`src/rtl/ifetch_prefetch_queue.sv`:
```
// Instruction-fetch front end: issues word fetches under a credit limit, buffers returned
// words with their PCs in a DEPTH-entry queue, and drops wrong-path responses after a redirect.
module ifetch_prefetch_queue #(
    parameter int              XLEN     = 32,
    parameter int              DEPTH    = 4,
    parameter logic [XLEN-1:0] RESET_PC = '0,
    localparam int             PW       = $clog2(DEPTH),
    localparam int             CW       = $clog2(DEPTH + 1)
) (
    input  logic            CLK,
    input  logic            rst,
    output logic            imem_req_valid,
    output logic [XLEN-1:0] imem_req_addr,
    input  logic            imem_req_ready,
    input  logic            imem_rsp_valid,
    input  logic [31:0]     imem_rsp_data,
    input  logic            redirect_valid,
    input  logic [XLEN-1:0] redirect_pc,
    output logic            dec_valid,
    output logic [31:0]     dec_instr,
    output logic [XLEN-1:0] dec_pc,
    input  logic            dec_ready,
    output logic [CW-1:0]   queue_count,
    output logic            dbg_drain,
    output logic [CW-1:0]   dbg_drop_cnt
);
    typedef enum logic {FETCH = 1'b0, DRAIN = 1'b1} state_t;

    state_t          state_q, state_d;
    logic [XLEN-1:0] fetch_pc_q;
    logic [CW-1:0]   outstanding_q, outstanding_d;
    logic [CW-1:0]   drop_cnt_q, drop_cnt_d;
    logic [CW-1:0]   count_q;
    logic [PW-1:0]   q_wr_q, q_rd_q, ifl_wr_q, ifl_rd_q;
    logic [31:0]     instr_mem [DEPTH];
    logic [XLEN-1:0] pc_mem    [DEPTH];
    logic [XLEN-1:0] ifl_pc    [DEPTH];

    logic credit_ok, accept, rsp_fetch, rsp_drain, push, pop;

    // Handshakes: a request transfers when imem_req_valid && imem_req_ready; the decoder pops when
    // dec_valid && dec_ready. Valid never depends on ready, and a redirect cancels both in its cycle.
    assign credit_ok      = ({1'b0, outstanding_q} + {1'b0, count_q}) < (CW+1)'(DEPTH);
    assign imem_req_valid = !rst && (state_q == FETCH) && !redirect_valid && credit_ok;
    assign imem_req_addr  = fetch_pc_q;
    assign accept         = imem_req_valid && imem_req_ready;
    assign rsp_fetch      = (state_q == FETCH) && imem_rsp_valid && (outstanding_q != '0);
    assign rsp_drain      = (state_q == DRAIN) && imem_rsp_valid && (drop_cnt_q != '0);
    assign push           = rsp_fetch && !redirect_valid;
    assign pop            = dec_valid && dec_ready && !redirect_valid;

    assign dec_valid    = (count_q != '0);
    assign dec_instr    = dec_valid ? instr_mem[q_rd_q] : '0;
    assign dec_pc       = dec_valid ? pc_mem[q_rd_q] : '0;
    assign queue_count  = count_q;
    assign dbg_drain    = (state_q == DRAIN);
    assign dbg_drop_cnt = drop_cnt_q;

    always_ff @(posedge CLK) begin
        if (rst) state_q <= FETCH;
        else     state_q <= state_d;
    end

    // A response landing in the redirect cycle is already wrong-path, so it is not counted as stale.
    always_comb begin
        state_d       = state_q;
        drop_cnt_d    = drop_cnt_q;
        outstanding_d = outstanding_q + CW'(accept) - CW'(rsp_fetch);
        case (state_q)
            FETCH: begin
                if (redirect_valid) begin
                    outstanding_d = '0;
                    drop_cnt_d    = outstanding_q - CW'(rsp_fetch);
                    if (drop_cnt_d != '0) state_d = DRAIN;
                end
            end
            DRAIN: begin
                outstanding_d = '0;
                if (rsp_drain) begin
                    drop_cnt_d = drop_cnt_q - 1'b1;
                    if (drop_cnt_q == CW'(1)) state_d = FETCH;
                end
            end
        endcase
    end

    always_ff @(posedge CLK) begin
        if (rst) begin
            fetch_pc_q    <= RESET_PC;
            outstanding_q <= '0;
            drop_cnt_q    <= '0;
            count_q       <= '0;
            q_wr_q        <= '0;
            q_rd_q        <= '0;
            ifl_wr_q      <= '0;
            ifl_rd_q      <= '0;
        end else begin
            outstanding_q <= outstanding_d;
            drop_cnt_q    <= drop_cnt_d;
            if (redirect_valid) begin
                fetch_pc_q <= redirect_pc & ~(XLEN'(3));
                count_q    <= '0;
                q_wr_q     <= '0;
                q_rd_q     <= '0;
                ifl_wr_q   <= '0;
                ifl_rd_q   <= '0;
            end else begin
                if (accept) begin
                    fetch_pc_q <= fetch_pc_q + XLEN'(4);
                    ifl_wr_q   <= ifl_wr_q + 1'b1;
                end
                if (push) begin
                    q_wr_q   <= q_wr_q + 1'b1;
                    ifl_rd_q <= ifl_rd_q + 1'b1;
                end
                if (pop) q_rd_q <= q_rd_q + 1'b1;
                count_q <= count_q + CW'(push) - CW'(pop);
            end
        end
    end

    // Storage arrays carry no reset; occupancy and pointers decide what is visible.
    always_ff @(posedge CLK) begin
        if (accept) ifl_pc[ifl_wr_q] <= fetch_pc_q;
        if (push) begin
            instr_mem[q_wr_q] <= imem_rsp_data;
            pc_mem[q_wr_q]    <= ifl_pc[ifl_rd_q];
        end
    end
endmodule
```
`config.mk`:
```
export PLATFORM = sky130hd
export DESIGN_NAME = ifetch_prefetch_queue
export DESIGN_NICKNAME = d
export VERILOG_FILES = /design/src/rtl/ifetch_prefetch_queue.sv
export SDC_FILE = /design/constraint.sdc
export NUM_CORES = 1
export LEC_CHECK = 0
export CORE_UTILIZATION = 37
export CTS_BUF_LIST = sky130_fd_sc_hd__clkbuf_8
export DETAILED_ROUTE_END_ITERATION = 16
export HOLD_SLACK_MARGIN = 0.02
export SLEW_MARGIN = 20
export SYNTH_ARGS = -nofsm -noshare
export SYNTH_HDL_FRONTEND = slang
export SYNTH_SLANG_ARGS = --single-unit
```
`constraint.sdc`:
```
create_clock -name CLK -period 9 [get_ports CLK]
set_input_delay 1.8 -clock CLK [delete_from_list [all_inputs] [get_ports CLK]]
set_output_delay 1.8 -clock CLK [all_outputs]
set_load 0.02 [all_outputs]
```
## Word level (Yosys, flattened, before mapping)

Memory sizes are Yosys's and may differ from the RTL's. A register that Yosys moved wholly into a read port is not among the register bits.
Index checks and enable logic that the tools add are counted.

- Register bits after elaboration: 50
- Input bits: 70
- Memories: 3
- Logic and storage cells: 74
- RAM bits: 384

- Order comparisons: 1
- Bitwise gates (word level): 1
- Multiplexer cells: 24
- Equality and inequality tests: 3
- Reduce and logical (&&, ||, !) cells: 20
- Add/sub/neg operators: 12

Memory list:

| name | depth | bits a word | rd ports | clocked after memory_dff | write ports | line | source |
|---|---|---|---|---|---|---|---|
| ifl_pc | 4 | 32 | 1 | 1 | 1 | 37 | `logic [XLEN-1:0] ifl_pc [DEPTH];` |
| instr_mem | 4 | 32 | 1 | 1 | 1 | 35 | `logic [31:0] instr_mem [DEPTH];` |
| pc_mem | 4 | 32 | 1 | 1 | 1 | 36 | `logic [XLEN-1:0] pc_mem [DEPTH];` |

Operators by type and width:

| kind | count |
|---|---|
| 32-bit 2-to-1 mux | 4 |
| 32-bit by 3-bit adder with 32-bit output (second input constant) | 1 |
| 2-bit 2-to-1 mux | 6 |
| 3-bit one-hot mux with 2 select lines | 2 |
| 3-bit nonzero test | 4 |
| 1-bit logical AND | 11 |
| 3-bit 2-to-1 mux | 3 |
| 3-bit by 1-bit subtractor with 3-bit output | 3 |
| 2-bit by 1-bit adder with 2-bit output (second input constant) | 4 |
| 1-bit 2-to-1 mux | 8 |
| 3-bit by 1-bit adder with 3-bit output | 2 |
| 3-bit by 3-bit adder with 4-bit output | 1 |
| 4-bit by 3-bit < comparator with 1-bit output (second input constant) | 1 |
| 3-bit by 1-bit == test with 1-bit output (second input constant) | 1 |
| 3-bit by 1-bit subtractor with 3-bit output (second input constant) | 1 |
| 1-bit zero test | 2 |
| 2-bit by 1-bit != test with 1-bit output (second input constant) | 1 |
| 2-bit != test (second input constant) | 1 |
| 1-bit one-hot mux with 2 select lines | 1 |
| 2-bit AND reduction | 1 |
| 2-bit nonzero test | 1 |
| 2-bit OR reduction | 1 |
| 1-bit NOT | 1 |

## Depth between registers and ports, before layout

- Depth in word-level cells: 9
- Depth in mapped cells: 14
- Mapped depth without buffers: 12

## Least setup slack after synthesis

No wires, ideal clock.

- Kind: input -> register
- From: in imem_rsp_valid
- To: mem instr_mem[0][0], enable pin
- Data arrival time: 3.821 ns
- Path buffers: 1
- Cell stages on the path: 3
- Setup slack: 4.752 ns
- Required time: 8.573 ns
- Path through: o311a_1 -> clkbuf_1 -> and3_1

- Word-level cells in the longest chain between the ends: 5

Ends and longest elaborated chain:

| element | line | source |
|---|---|---|
| from (decl) | 15 | `input logic imem_rsp_valid,` |
| 1-bit logical AND (2 in a row) | 47 | `assign rsp_fetch = (state_q == FETCH) && imem_rsp_valid && (outstanding_q != '0);` |
| 1-bit logical AND | 49 | `assign push = rsp_fetch && !redirect_valid;` |
| 1-bit 2-to-1 mux | 125 | `if (push) begin` |
| 1-bit 2-to-1 mux (implied by the code) | 126 | `instr_mem[q_wr_q] <= imem_rsp_data;` |
| to (decl) | 35 |  |

No other way between the ends.

==> impl_summary.md <==
Clocking
The maximum clock insertion buffer count is 3. The count of cells resized by post-cts repair is 0. The count of buffers added by post-CTS timing repair for setup is 0. Clock tree synthesis selected as its root buffer the cell clkbuf_8. The source-to-sink clock delay at the later pin of the worst-skew pair is 600 ps. The clock drives 420 sinks.

The clock slew at the register clock pins of the worst setup and hold paths is about 60 ps. The H-tree depth is 3. TritonCTS built the clock tree.

In this run, CTS created clock tree buffers numbering 73. Buffers inserted to repair hold after CTS numbered 0.

Timing
The clock arrives with 19.6 ps of skew. Timing would allow up to 189 MHz. The routed design could run at a clock period as short as ~5300 ps. The number of setup violations in the final report is 0. Setup repair after global routing left no endpoint under its margin. At the pin with the least slew margin, the transition time is about 1100 ps. Dividing the final minimum period by the clock period gives 0.588. The minimum hold slack is 519 ps. The number of endpoints with negative hold slack in the final report came to 0.

Setup total negative slack on the finished layout was measured at 0 ps. The total count of max-transition violations in the final report was 0. The relative slew slack is 0.244.

Global routing
The global-route usage over all layers is 0.159. The number of antenna violations at the first check in global routing is 0. Entering global routing, the biggest net connects 65 pins. For this run the aggregate overflow at the end of global routing stands at 0. The number of global-route vias before repair is ~9400. The first-pass GRT wire length is between 50000 and 60000 um.

Placement
The wire-length estimate of the detail-placed layout is between 15000 and 20000 um. The weighted congestion at the end of routability-driven global placement is 0.762. The count of buffers added on input and output ports is 168.

Synth
Of the total synthesized cell area, the portion taken by XOR and XNOR cells is 0.00683. Yosys mapped a number of flops with a built-in enable equal to ~370. After synthesis, the cell types taking the most area are edfxtp_1 66%, mux4_2 12%, dfxtp_1 6.2%. Synthesis produced 924 cells. During synthesis, Yosys emitted a total of 0 warnings. The count of distinct cell types in the synthesized netlist is 55. The synthesized-area fraction occupied by adder cells is 0.0174.

The area share of the leading cell type in the synthesized netlist is 0.663. Summing every instance area after synthesis gives ~17000 um2. For this run, the register share of the synthesized area comes to 0.725.

The mux share of post-synthesis cell area is 0.130. The count of state elements after synthesis is 420. Of the total synthesized cell area, the portion taken by AND, OR, NAND and NOR gates is 0.0711. The async set-reset flop share out of synthesis is 0. The compound-cell area share of the yosys netlist is 0.0287. The mean post-synth cell area is between 15 and 20 um2. The top cell type by total area after synthesis is edfxtp_1. The dominant register cell in the synthesized netlist is edfxtp_1. After synthesis, the largest family of logic cells by area is multiplexers.

Power and ir drop
The maximum vdd drop is around 0.000095 V. The total power consumption of the routed design is 4020 uW. The power per unit of standard cell area is slightly below 200 nW/um2.

The leakage component of the power is 0.00643 uW.

Floorplanning
The area of the core is around 44000 um2. The area of the die is approximately 46000 um2. The initial cell density of the core is 0.376. The total I/O pin count is ~180. The die extent in y is 214 um. The floorplan die width is 214 um. After floorplanning, the core was divided into between 70 and 80 placement rows.

Drt
The detail route stage leaves a number of antenna-violating nets equal to 0. The routed layout has about 9000 vias. The first-pass iteration count of the detailed router is 5.

The routed length on met3 is roughly 2400 um. After detailed routing, the wire length on met1 is 15900 um. After detailed routing, the average wire length per cell comes to 20.2 um. Dividing the detail-routed via count by the number of cells gives between 5 and 6.

For this block, the routed nets add up to about 36000 um of wire. The routed wire length on met2 is between 15000 and 20000 um. For this run, design rule violations remaining after detail routing come to 0. The top routing layer in use is met4.

The count of routing violations after the opening detailed-route iteration is ~520.

Worst setup path
The cell with the largest stage delay on the worst path is buf_4. The biggest cell delay along the critical path is 770 ps. Measured in cells, the most critical reg-to-reg path has a length of 13. For the worst setup path, the data arrival time is 3490 ps. The critical path is of the reg -> out type. The worst setup path is launched from a register. Walking the worst path, the cells encountered are buf_4 -> mux4_2 -> nor2b_1 -> clkdlybuf4s50_1. The origin of the critical flop-to-flop path is outstanding_q[2]. In this run the worst path has a maximum fanout of 39. The endpoint identified for the worst register-to-register timing path is outstanding_q[2]. The required time of the worst setup path is between 7000 and 8000 ps. The worst setup path is captured at an output pin.

For flop-to-flop paths, the worst setup slack is 5810 ps.

Flow run
Across the run, the number of max-cap violations was 0.

Hold path
The worst hold path startpoint is ifl_wr_q[1]. In this run the worst hold path is classified as reg -> reg. Counting instances, the worst hold path has a depth of 2.

The worst hold path terminates at ifl_wr_q[1].

Finish
At the end of the flow, the number of nets in the layout was 1221. The repair_antennas step left the layout with diodes totalling 0. The library cell used most frequently in the layout, excluding fill and tap cells, is edfxtp_1.

The multi-input combinational cells in the finished layout cover a total of around 4300 um2. Across the whole layout, storage elements account for 12100 um2. The area growth from synthesis to layout is 22.4%. The top cell types in the final layout, fill and taps aside, are 368 x edfxtp_1, 168 x clkdlybuf4s50_1, 92 x mux4_2. The number of inserted filler cells in the final layout is just under 4000. The layout cell share with drive strength beyond 1 is 0.193.

Run status
The run finished with clean final reports.
-- area by class of cell --
type	count	area share
sequential	420	0.593
multi-input combinational	429	0.210
timing repair buffer	179	0.0865
clock buffer	82	0.0553
tap	592	0.0363
clock inverter	45	0.0140
inverter	26	0.00478
-- synthesized netlist by cell type, drive strengths merged, types with 2 or more instances --
library cell	count
mux2i	5
mux4	92
a32oi	2
nand3	10
fa	2
nor2	39
buf	24
inv	26
and3	7
nand3b	3
o21ai	18
a211oi	2
ha	20
nand2	33
nand4b	2
nor3	13
nand4	18
a21oi	21
nor2b	63
o311ai	4
edfxtp	368
dfxtp	52
and2	13
or4	4
a41oi	2
xor2	4
mux2	4
a311o	2
a31oi	19
clkbuf	28
xnor2	9
nor4	3
-- state kept, by name, summed over array words and instances, names as in the netlist, named ones only --
register,cells
dbg_drain,1
dbg_drop_cnt,3
ifl_pc,120
ifl_rd_q,2
ifl_wr_q,2
imem_req_addr,30
instr_mem,128
outstanding_q,3
pc_mem,120
q_rd_q,2
q_wr_q,2
queue_count,3
-- where the power goes --
group	leakage [uW]	switching (uW)	internal (uW)
clock	0.000774	757	922
combinational	0.00188	85.5	79.8
sequential	0.00377	30.8	2140
-- metal layers --
metal | GRT usage | vias to the layer above
li1 | - | 4060
met1 | 0.213 | 4564
met2 | 0.252 | 337
met3 | 0.0430 | 63
met4 | 0.0512 | 0
met5 | 0 | -
-- critical path, delay by kind of cell, from the launching register on --
kind	cells	cell delay (ps)
flops	1	680
buf+inv	2	1380
simple gates	1	200
mux	1	600
-- logic make-up (layout without fill, tap and decap cells) --
kind of cell | count (synthesis) | count (layout)
flip-flops | 420 | 420
AND/OR/NAND/NOR | 212 | 212
multiplexers | 101 | 101
buffers and inverters | 78 | 332
AO/OA/AOI/OAI | 77 | 77
adder cells (fa/ha/maj) | 22 | 22
XOR/XNOR | 13 | 13
other | 1 | 4
-- worst max path at each step --
stage / end / slack (ps)
final: dec_pc[14] / 3710
after floorplan: instr_mem[0][0] / 4750
after detailed placement: imem_req_valid / 3740
after global routing: dec_pc[14] / 3360
after CTS: dec_pc[14] / 3520
after global placement: imem_req_valid / 3730
-- stage by stage --
step,utilization,area [um2],setup WS [ps],instances
after global placement,0.428,19000,3730,1646
after floorplan,-,16700,4750,927
after global routing,0.460,20400,3360,1773
after CTS,0.460,20400,3520,1773
final,0.460,20400,3710,1773
after detailed placement,0.428,19000,3740,1646
No activity file was read; power rests on OpenSTA's default activity.
